$ cat src/rtl/perceptron_trainer.sv
// Perceptron training engine: valid/ready sample stream, serial MAC, parallel saturating update.
// A sample occupies NUM_IN+2 cycles (accept, NUM_IN MAC, update); in_ready is high only while waiting.
module perceptron_trainer #(
   parameter int NUM_IN = 2,
   parameter int X_W = 8,
   parameter int W_W = 16,
   parameter int FRAC = 8,
   parameter logic [W_W-1:0] LR = 16'h0100,
   parameter int MAX_EPOCH = 16,
   parameter int EPOCH_W = 8
) (
   input  logic                     clk,
   input  logic                     rst,
   input  logic                     start,
   input  logic                     abort,
   input  logic                     in_valid,
   output logic                     in_ready,
   input  logic [NUM_IN*X_W-1:0]    in_x,
   input  logic                     in_t,
   input  logic                     in_last,
   output logic [NUM_IN*W_W-1:0]    weights,
   output logic [W_W-1:0]           bias,
   output logic                     busy,
   output logic                     done,
   output logic                     converged,
   output logic [EPOCH_W-1:0]       epoch_count,
   output logic [EPOCH_W-1:0]       err_count
);

   localparam int ACC_W = X_W + W_W + $clog2(NUM_IN + 1);
   localparam int PROD_W = X_W + W_W;
   localparam int SUM_W = PROD_W + 1;
   localparam int IDX_W = (NUM_IN > 1) ? $clog2(NUM_IN) : 1;
   localparam logic signed [W_W-1:0] LR_S = LR;

   localparam logic [2:0] S_IDLE      = 3'd0;
   localparam logic [2:0] S_WAIT      = 3'd1;
   localparam logic [2:0] S_MAC       = 3'd2;
   localparam logic [2:0] S_UPDATE    = 3'd3;
   localparam logic [2:0] S_EPOCH_END = 3'd4;
   localparam logic [2:0] S_DONE      = 3'd5;

   // FRAC only fixes the scaling shared by weights, bias and LR; it must leave room for a sign bit
   if (NUM_IN < 1 || MAX_EPOCH < 1 || FRAC >= W_W) begin : gBadParams
      $error("perceptron_trainer: illegal parameter set");
   end

   logic [2:0]               state;
   logic signed [W_W-1:0]    wReg [NUM_IN];
   logic signed [W_W-1:0]    biasReg;
   logic signed [X_W-1:0]    xReg [NUM_IN];
   logic                     tReg;
   logic                     lastReg;
   logic signed [ACC_W-1:0]  acc;
   logic [IDX_W-1:0]         idx;
   logic [EPOCH_W-1:0]       epochCnt;
   logic [EPOCH_W-1:0]       errCnt;
   logic                     convReg;

   logic signed [PROD_W-1:0] macProd;
   logic [W_W-1:0]           wNext [NUM_IN];
   logic signed [SUM_W-1:0]  biasSum;
   logic [W_W-1:0]           biasNext;
   logic                     mismatch;
   logic [EPOCH_W-1:0]       epochNext;

   function automatic logic [W_W-1:0] sat(input logic [SUM_W-1:0] v);
      logic [W_W-1:0] r;
      if (v[SUM_W-1:W_W-1] == {(SUM_W-W_W+1){v[SUM_W-1]}})
         r = v[W_W-1:0];
      else if (v[SUM_W-1])
         r = {1'b1, {(W_W-1){1'b0}}};
      else
         r = {1'b0, {(W_W-1){1'b1}}};
      return r;
   endfunction

   assign macProd = PROD_W'(xReg[idx]) * PROD_W'(wReg[idx]);

   // Target +1 adds LR*x, target -1 subtracts it; sums are formed wide and then clamped
   for (genvar g = 0; g < NUM_IN; g++) begin : gLane
      logic signed [PROD_W-1:0] step;
      logic signed [SUM_W-1:0]  sum;
      assign step = PROD_W'(xReg[g]) * PROD_W'(LR_S);
      assign sum = tReg ? SUM_W'(wReg[g]) + SUM_W'(step) : SUM_W'(wReg[g]) - SUM_W'(step);
      assign wNext[g] = sat(sum);
      assign weights[g*W_W +: W_W] = wReg[g];
   end

   assign biasSum = tReg ? SUM_W'(biasReg) + SUM_W'(LR_S) : SUM_W'(biasReg) - SUM_W'(LR_S);
   assign biasNext = sat(biasSum);
   assign mismatch = (~acc[ACC_W-1]) != tReg;
   assign epochNext = epochCnt + 1'b1;

   always_ff @(posedge clk) begin
      if (rst) begin
         state <= S_IDLE;
         for (int i = 0; i < NUM_IN; i++) begin
            wReg[i] <= '0;
            xReg[i] <= '0;
         end
         biasReg <= '0;
         tReg <= 1'b0;
         lastReg <= 1'b0;
         acc <= '0;
         idx <= '0;
         epochCnt <= '0;
         errCnt <= '0;
         convReg <= 1'b0;
      end else if (abort) begin
         state <= S_IDLE;
      end else begin
         case (state)
            S_IDLE, S_DONE: begin
               if (start) begin
                  for (int i = 0; i < NUM_IN; i++) wReg[i] <= '0;
                  biasReg <= '0;
                  epochCnt <= '0;
                  errCnt <= '0;
                  convReg <= 1'b0;
                  state <= S_WAIT;
               end
            end
            S_WAIT: begin
               if (in_valid) begin
                  for (int i = 0; i < NUM_IN; i++) xReg[i] <= $signed(in_x[i*X_W +: X_W]);
                  tReg <= in_t;
                  lastReg <= in_last;
                  acc <= ACC_W'(biasReg);
                  idx <= '0;
                  state <= S_MAC;
               end
            end
            S_MAC: begin
               acc <= acc + ACC_W'(macProd);
               if (idx == IDX_W'(NUM_IN - 1)) state <= S_UPDATE;
               else idx <= idx + 1'b1;
            end
            S_UPDATE: begin
               if (mismatch) begin
                  if (errCnt != '1) errCnt <= errCnt + 1'b1;
                  for (int i = 0; i < NUM_IN; i++) wReg[i] <= wNext[i];
                  biasReg <= biasNext;
               end
               state <= lastReg ? S_EPOCH_END : S_WAIT;
            end
            S_EPOCH_END: begin
               epochCnt <= epochNext;
               if (errCnt == '0) begin
                  convReg <= 1'b1;
                  state <= S_DONE;
               end else if (epochNext == EPOCH_W'(MAX_EPOCH)) begin
                  state <= S_DONE;
               end else begin
                  errCnt <= '0;
                  state <= S_WAIT;
               end
            end
            default: state <= S_IDLE;
         endcase
      end
   end

   assign in_ready = (state == S_WAIT);
   assign busy = (state != S_IDLE) && (state != S_DONE);
   assign done = (state == S_DONE);
   assign converged = convReg;
   assign bias = biasReg;
   assign epoch_count = epochCnt;
   assign err_count = errCnt;

endmodule

$ cat config.mk
export PLATFORM = sky130hd
export DESIGN_NAME = perceptron_trainer
export DESIGN_NICKNAME = d
export VERILOG_FILES = /design/src/rtl/perceptron_trainer.sv
export SDC_FILE = /design/constraint.sdc
export NUM_CORES = 1
export LEC_CHECK = 0
export CORE_MARGIN = 5
export CORE_UTILIZATION = 48
export CTS_CLUSTER_SIZE = 30
export DETAILED_ROUTE_END_ITERATION = 10
export GPL_TIMING_DRIVEN = 0
export PLACE_DENSITY = 0.68
export SYNTH_ARGS = -nofsm -noshare
export SYNTH_HDL_FRONTEND = slang
export SYNTH_SLANG_ARGS = --single-unit
$ cat constraint.sdc
create_clock -name clk -period 8.4 [get_ports clk]
set_input_delay 1.26 -clock clk [delete_from_list [all_inputs] [get_ports clk]]
set_output_delay 1.26 -clock clk [all_outputs]
set_load 0.02 [all_outputs]
==> results of run 1 <==
-- where the power goes --
part           switching (uW)  leakage (uW)  internal, uW  total [uW]
clock network             206      0.000142           208         414
logic                     467       0.00445           340         807
registers                16.0      0.000832           477         493
total                     689       0.00542          1030        1710
-- path summary, 6_finish.rpt --
path	endpoint	cells past startpoint	slack (ps)
min reg2reg	acc[5]	2	480
max	acc[20]	23	800
max reg2reg	acc[20]	23	800
min	acc[5]	2	480
-- routing by layer --
metal  GRT usage, %  up-vias  share of wire, %
li1               -     4097                 -
met1           30.8     4072                45
met2           36.6      222                48
met3           3.15       38               5.0
met4           5.69        0               2.3
met5              0        -                 0
-- layout by cell type, fill, tap and decap left out, types with 37 or more instances in the layout --
master,netlist,layout
sky130_fd_sc_hd__nor2_1,112,112
sky130_fd_sc_hd__fa_1,124,124
sky130_fd_sc_hd__nand2_1,101,101
sky130_fd_sc_hd__clkdlybuf4s50_1,0,89
sky130_fd_sc_hd__a21oi_1,69,69
sky130_fd_sc_hd__xnor2_1,37,37
sky130_fd_sc_hd__inv_1,143,143
sky130_fd_sc_hd__ha_1,94,94
sky130_fd_sc_hd__dfxtp_1,59,59
sky130_fd_sc_hd__o21ai_0,54,54
-- flip-flops by register name, indices dropped and copies added (netlist names), named ones only --
register     count
bias             9
tReg             1
epoch_count      8
idx              1
state            3
acc             26
xReg            16
lastReg          1
converged        1
err_count        8
wReg            18
-- metrics by stage --
stage / hold slack, ps / cell area (um^2)
after detailed placement: 473 / 11800
final: 478 / 12100
after CTS: 485 / 12100
after floorplan: 455 / 10600
after global routing: 506 / 12100
after global placement: 453 / 11800
-- kinds of logic after synthesis --
logic type | Yosys count | share of synthesized area (%)
multiplexers | 38 | 3.78
XOR/XNOR | 67 | 5.61
flip-flops | 93 | 20.8
adder cells (fa/ha/maj) | 219 | 34.6
AO/OA/AOI/OAI | 225 | 13.3
AND/OR/NAND/NOR | 316 | 13.6
buffers and inverters | 202 | 8.18
-- layout make-up --
class / instances / area (um^2) / share of cell area [%]
inverters: 144 / 541 / 4.46
repair buffers: 89 / 891 / 7.35
clock inverters: 7 / 61.3 / 0.506
clock buffers: 9 / 225 / 1.86
well taps: 280 / 350 / 2.89
multi-input cells: 865 / 7520 / 62.1
plain buffers: 58 / 325 / 2.69
flip-flops and latches: 93 / 2200 / 18.2
-- tightest hold or removal path, cell delays in order, from the launching register on --
cell,delay [ps]
sky130_fd_sc_hd__dfxtp_1,310
sky130_fd_sc_hd__nand2_1,50
sky130_fd_sc_hd__a31oi_1,70
==> run summary, run 1 <==
The run finished with clean final reports. The transition time at the pin with the least slew margin came out at 1140 ps. The final critical-path setup slack is 799 ps. The data required time at the worst endpoint is 8620 ps.

The share of the yosys chip area belonging to registers is 20.8%. On the critical path, the stage with the largest delay is an instance of sky130_fd_sc_hd__o41ai_1. The library cell with the highest instance count after synthesis is sky130_fd_sc_hd__inv_1. The cell family contributing the most delay on the critical path is adder cells. The largest total area in the synthesized netlist belongs to sky130_fd_sc_hd__fa_1. The number of global-route vias before repair is 8,410. The top cell type's share of synthesized area is 23.4%.

The kind of launch point of the worst setup path is a flip-flop. Sorting the synthesized cells by area gives the leading types as sky130_fd_sc_hd__fa_1 (23%), sky130_fd_sc_hd__dfxtp_1 (11%), sky130_fd_sc_hd__ha_1 (11%). For this run, the leading register cell type out of synthesis is sky130_fd_sc_hd__dfxtp_1.

The area growth from synthesis to layout is 14.4%. The number of clock sinks came out at 93. For this run, the total global-route usage over all layers was measured as 22.1%. The warning count from the yosys run is 0. The H-tree depth reported by CTS is 3. Clock tree synthesis selected as its root buffer the cell sky130_fd_sc_hd__clkbuf_16. The vias per cell is 5.46.

The chip height came out at 159 um. The TritonCTS buffer count is 9. In this design, the stage delay of the slowest critical-path cell is 840 ps.

The count of antenna diodes in the layout is 0. After synthesis, the mean cell area works out to 9.13 um^2. The netlist uses 75 different library cells. The share of final-layout standard cells stronger than drive strength 1 is 5.85%. The post-route minimum period came out at 7600 ps. The number of vias in the routed layout is 8,429. The number of antenna violations at the first check in global routing is 0. The synthesized netlist cell count is 1,160. In this run, placement finished with an instance count of 1,529.

Setup repair after global routing left no endpoint under its margin. STA classifies the critical path endpoint as a flip-flop. The worst slack after detailed placement is 910 ps. The arrival time at the worst endpoint came out at 7820 ps.

The count of final hold-check violations is 0. The starting density of the core is 48.7%. The final instance count without filler cells came out at 1,545.

Fill cells in the final layout number 1,982. The post-detailed-placement half-perimeter wirelength is 21.8 mm. The final core utilization came out at 55.7%. In the final routed layout, each cell accounts on average for 17.1 um. The synthesized netlist occupies a cell area of 10,600 um^2. The post-CTS setup buffer count came out at 0. TritonCTS built the clock tree. The path class of the tightest hold or removal check is flip-flop to flip-flop. The number of nets handed over by synthesis was 1,401. The completed layout was analyzed and its total power is 1710 uW.

The cts-stage hold buffer count is 0. The total negative slack for setup checks is 0 ps. The worst pin sits at a relative slew slack of 24.0%. The number of nets at the end of the flow came out at 1,501.

The total number of placement rows came out at 54. The maximum buffer depth of the clock tree came out at 2. The core outline area came out at 21,800 um^2. The max-capacitance violation count came out at 0. The pre-antenna-repair detailed-routing pass consisted of 5 iterations. The worst ir drop on vdd is 0.0918 mV. The global-route wire length before repair came out at 43.5 mm. The synthesized design contains 34 enable-type register cells. The startpoint identified for the worst hold timing path is acc[5]. The post-detailed-route DRC marker count is 0. Clock-pin slew was measured on the worst setup and hold paths at 70 ps.

The overall die area came out at 25,100 um^2. The critical-path maximum fanout came out at 10. The count of buffers inserted at the top-level ports is 89. Timing would allow up to 132 MHz. In the synthesized netlist the async set-or-reset flop fraction comes to 0%. Counting instances in the post-synthesis netlist gives the leading cell types as sky130_fd_sc_hd__inv_1 (143), sky130_fd_sc_hd__fa_1 (124), sky130_fd_sc_hd__nor2_1 (112), sky130_fd_sc_hd__nand2_1 (101), sky130_fd_sc_hd__ha_1 (94). The floorplan step set the die width to 159 um. The post-cts repair resize count is 0.

The number of endpoints failing setup at the final stage came out at 0. The aggregate global routing overflow came out at 0. The clock arrives with 12.7 ps of skew. The synthesized design contains 93 register bits.

The count of buffer and inverter cells on the critical path is 6. The number of max-slew violations in the final report came to 0. The routability-driven placement congestion ratio is 0.913.

The power density of the placed cells came out at 142 nW/um^2. The I/O pin total is 91. Traced cell by cell, the critical path runs through buf_1, buf_1, nand2_1, o21ai_1, and2_1, inv_1, fa_1, inv_1, fa_1, ha_1, inv_1, fa_1, inv_1, ha_1, ha_1, fa_1, a21o_1, a21oi_1, nor3_1, o41ai_1, o21ai_0, xnor2_1, o22ai_1. The cell leakage power came out at 0.00542 uW. The clock latency of the later-clocked register in the worst-skew pair came out at 360 ps. The number of DRC markers in iteration 0 came out at 450. The maximum number of pins on one net before global-route repair came out at 19. In this run the remaining antenna-violating nets after routing total 0. The final wirelength is 26.4 mm. The critical path is of the flip-flop to flip-flop type. Of the available clock period, the critical path in the final layout requires 90.5%.
Note: power is estimated with default switching activity, not from simulation.
==> run 2: changes to the inputs <==
--- a/config.mk
+++ b/config.mk
@@ -5,12 +5,12 @@
 export SDC_FILE = /design/constraint.sdc
 export NUM_CORES = 1
 export LEC_CHECK = 0
+export CORE_ASPECT_RATIO = 1.25
 export CORE_MARGIN = 5
-export CORE_UTILIZATION = 48
+export CORE_UTILIZATION = 25
 export CTS_CLUSTER_SIZE = 30
 export DETAILED_ROUTE_END_ITERATION = 10
 export GPL_TIMING_DRIVEN = 0
-export PLACE_DENSITY = 0.68
 export SYNTH_ARGS = -nofsm -noshare
 export SYNTH_HDL_FRONTEND = slang
 export SYNTH_SLANG_ARGS = --single-unit
==> run 2 against run 1 <==
Compared with the run above:
- cell count up 18%
- clock-buffer cell count unchanged
- wire length up 5.4%
- first-iteration DRC count up 9.3%
- die area up 85%
- flip-flop and latch count unchanged
- combinational power up 1%
- non-clock buffer count unchanged
- clock power about the same
- total power up 0.78%
- via count down 1.2%
- global-route usage down 9.9 points
- highest routed layer is now met5
==> run summary, run 2 (same netlist as run 1, synthesis figures left out) <==
The worst reg2reg path depth came to 22 (-4.3%). The master of the slowest instance on the critical path is sky130_fd_sc_hd__o41ai_1. The number of endpoints failing setup at the final stage was 0 (unchanged).

The number of flip-flops under the largest register name is 26 (unchanged). The number of vias in the routed layout is 8,324 (-1.2%). The H-tree depth reported by CTS came out at 3 (unchanged).

In this run the worst hold path is classified as flip-flop to flip-flop. The arrival time at the worst endpoint came out at 7720 ps (-100 ps). The number of clock sinks is 93 (unchanged). The worst-case register-to-register setup slack came out at 930 ps (+130 ps). The starting density of the core came out at 25.2% (-23 points). The type of the setup path with the least slack is flip-flop to flip-flop. The number of optimization iterations in the first detailed-route pass is 5 (unchanged). The data required time at the worst endpoint came to 8650 ps (+30 ps).

The relative slew slack is 14.3% (-9.7 points). Traced cell by cell, the critical path runs through buf_1, buf_1, nand2_1, o21ai_1, and2_1, inv_1, fa_1, inv_1, fa_1, ha_1, inv_1, fa_1, inv_1, ha_1, ha_1, fa_1, a21o_1, a21oi_1, nor3_1, o41ai_1, o21ai_0, o311ai_0. The final wirelength is 27.9 mm (+5.4%). The kind of launch point of the worst setup path is a flip-flop. The critical-path maximum fanout was 10 (unchanged). The cell leakage power is 0.00542 uW (about the same).

The clock latency of the later-clocked register in the worst-skew pair came out at 370 ps (about the same). The I/O pin total came out at 91 (unchanged). The number of nets at the end of the flow came out at 1,501 (unchanged). The count of final hold-check violations came to 0 (unchanged). The final clock skew is 16.1 ps (+3.46 ps). The clock network fraction of design power came out at 24.0% (-0.2 points).

The share of total power consumed by net switching was 40.7% (+0.45 points). The post-CTS setup buffer count came out at 0 (unchanged). The switching power summed over all nets is 703 uW (+1.9%). The largest registers in the layout are acc (26), wReg (18), xReg (16). The register share of total power came out at 28.6% (-0.2 points). The post-route minimum period is 7470 ps (-130 ps). The overall fraction of global-route tracks in use came to 12.2% (-9.9 points). The portion of the clock cycle consumed by the worst path in the final layout is 88.9% (-1.5 points).

The most common cell after layout, fill and taps aside is sky130_fd_sc_hd__inv_1. The clock edge transition at the registers on the reported setup and hold paths came out at 70 ps (about the same). The combinational share of power came out at 47.3% (+0.2 points).

The design internal power is 1030 uW (about the same). The worst setup path is captured at a flip-flop. The detail-routed net length per standard cell is 15.3 um (-11%). TritonCTS built the clock tree. The die width was 194 um (+22%). The root buffer selected by CTS is sky130_fd_sc_hd__clkbuf_16. The post-cts repair resize count came out at 0 (unchanged).

The power density of the placed cells came to 139 nW/um^2 (-2.1%). The max-capacitance violation count is 0 (unchanged). The maximum clock frequency is 134 MHz (+1.7%). The area added between synthesis and finish is 17.8%. The number of DRC markers in iteration 0 came out at 492 (+9.3%). The share of final-layout standard cells stronger than drive strength 1 was 5.93% (+0.079 points). The count of buffers inserted at the top-level ports is 89 (unchanged).

The total negative slack for setup checks is 0 ps (unchanged). The total number of placement rows came out at 84 (+56%). The worst register-to-register path ends at acc[24]. The overall die area was 46,600 um^2 (+85%).

Leaving out fill and tap cells, the most frequent cells in the layout are sky130_fd_sc_hd__inv_1 (143), sky130_fd_sc_hd__fa_1 (124), sky130_fd_sc_hd__nor2_1 (112), sky130_fd_sc_hd__nand2_1 (101), sky130_fd_sc_hd__ha_1 (94). Counting flops per register, the top entry is acc. The final critical-path setup slack came out at 929 ps (+130 ps). The maximum number of pins on one net before global-route repair is 19 (unchanged). The run finished with clean final reports. The core outline area came to 42,000 um^2 (+93%). The global-route wire length before repair is 46.2 mm (+6.1%). The maximum buffer depth of the clock tree is 2 (unchanged). The number of antenna violations at the first check in global routing came out at 1 (+1). The post-detailed-placement half-perimeter wirelength came to 23.6 mm (+8.5%). The TritonCTS buffer count came out at 9 (unchanged).

The aggregate global routing overflow is 0 (unchanged). The count of antenna diodes in the layout is 0 (unchanged). The worst slack after detailed placement is 876 ps (-34.6 ps). The critical path's largest stage delay is 760 ps (-80 ps).

The routability-driven placement congestion ratio came out at 0.863 (-5.5%). The chip height came out at 240 um (+51%). The number of global-route vias before repair is 8,642 (+2.8%).

The worst ir drop on vdd came out at 0.0949 mV (+3.4%). The post-route antenna net violation count is 0 (unchanged). The vias per cell is 4.56 (-16%). The number of max-slew violations in the final report came out at 0 (unchanged).

The transition time at the pin with the least slew margin was 1280 ps (+145 ps). The critical path capture point is acc[24]. The cts-stage hold buffer count came to 0 (unchanged). The post-detailed-route DRC marker count came out at 0 (unchanged). Setup repair after global routing left no endpoint under its margin.
[run 2: cell count changes in the layout (fill, tap and decap cells not counted), sizes merged]
cell    before  now
inv        148  146
clkinv       3    5
[run 2: worst min-delay path by stage]
stage,from,end,cells past startpoint
floorplan,acc[6],acc[6],2
global placement,acc[1],acc[1],2
detailed placement,converged,converged,2
CTS,converged,converged,2
global route,acc[5],acc[5],2
finish,converged,converged,2
[run 2: power groups by stage]
stage	combinational, uW	sequential, uW	clock (uW)
floorplan	606	503	0
global placement	817	505	0
detailed placement	823	505	0
CTS	830	495	428
global route	934	496	444
finish	818	494	415
[run 2: per-stage QoR]
stage               hold WS, ps  instance area (um^2)  cells  power (uW)  util (%)
floorplan                   455                 10600   1160        1110         -
global placement            469                 12200   1808        1320      29.0
detailed placement          464                 12200   1808        1330      29.0
CTS                         484                 12500   1824        1750      29.7
global route                517                 12500   1824        1870      29.7
finish                      474                 12500   1824        1730      29.7
[run 2: worst max-delay path: cells and delay by family, from the launching register on]
family	cells	cell delay, ps
buffers and inverters	6	1380
and+or+nand+nor	3	550
adders and majority gates	7	2780
DFF	1	380
AOI/OAI and AO/OA	6	2270
[run 2: metal layers]
metal	part of all wire [%]	vias to the layer above	track usage, %
met4	3.2	2	4.07
li1	-	4096	-
met2	51	168	22.4
met5	0.047	-	0
met1	41	4013	14.4
met3	4.2	45	2.42
[run 2: cell type report]
class                           count  area [um^2]
Buffer                             58          325
Clock buffer                        9          225
Clock inverter                      7         67.6
Fill cell                        4474        29600
Inverter                          144          541
Multi-Input combinational cell    865         7520
Sequential cell                    93         2200
Tap cell                          559          699
Timing Repair Buffer               89          891
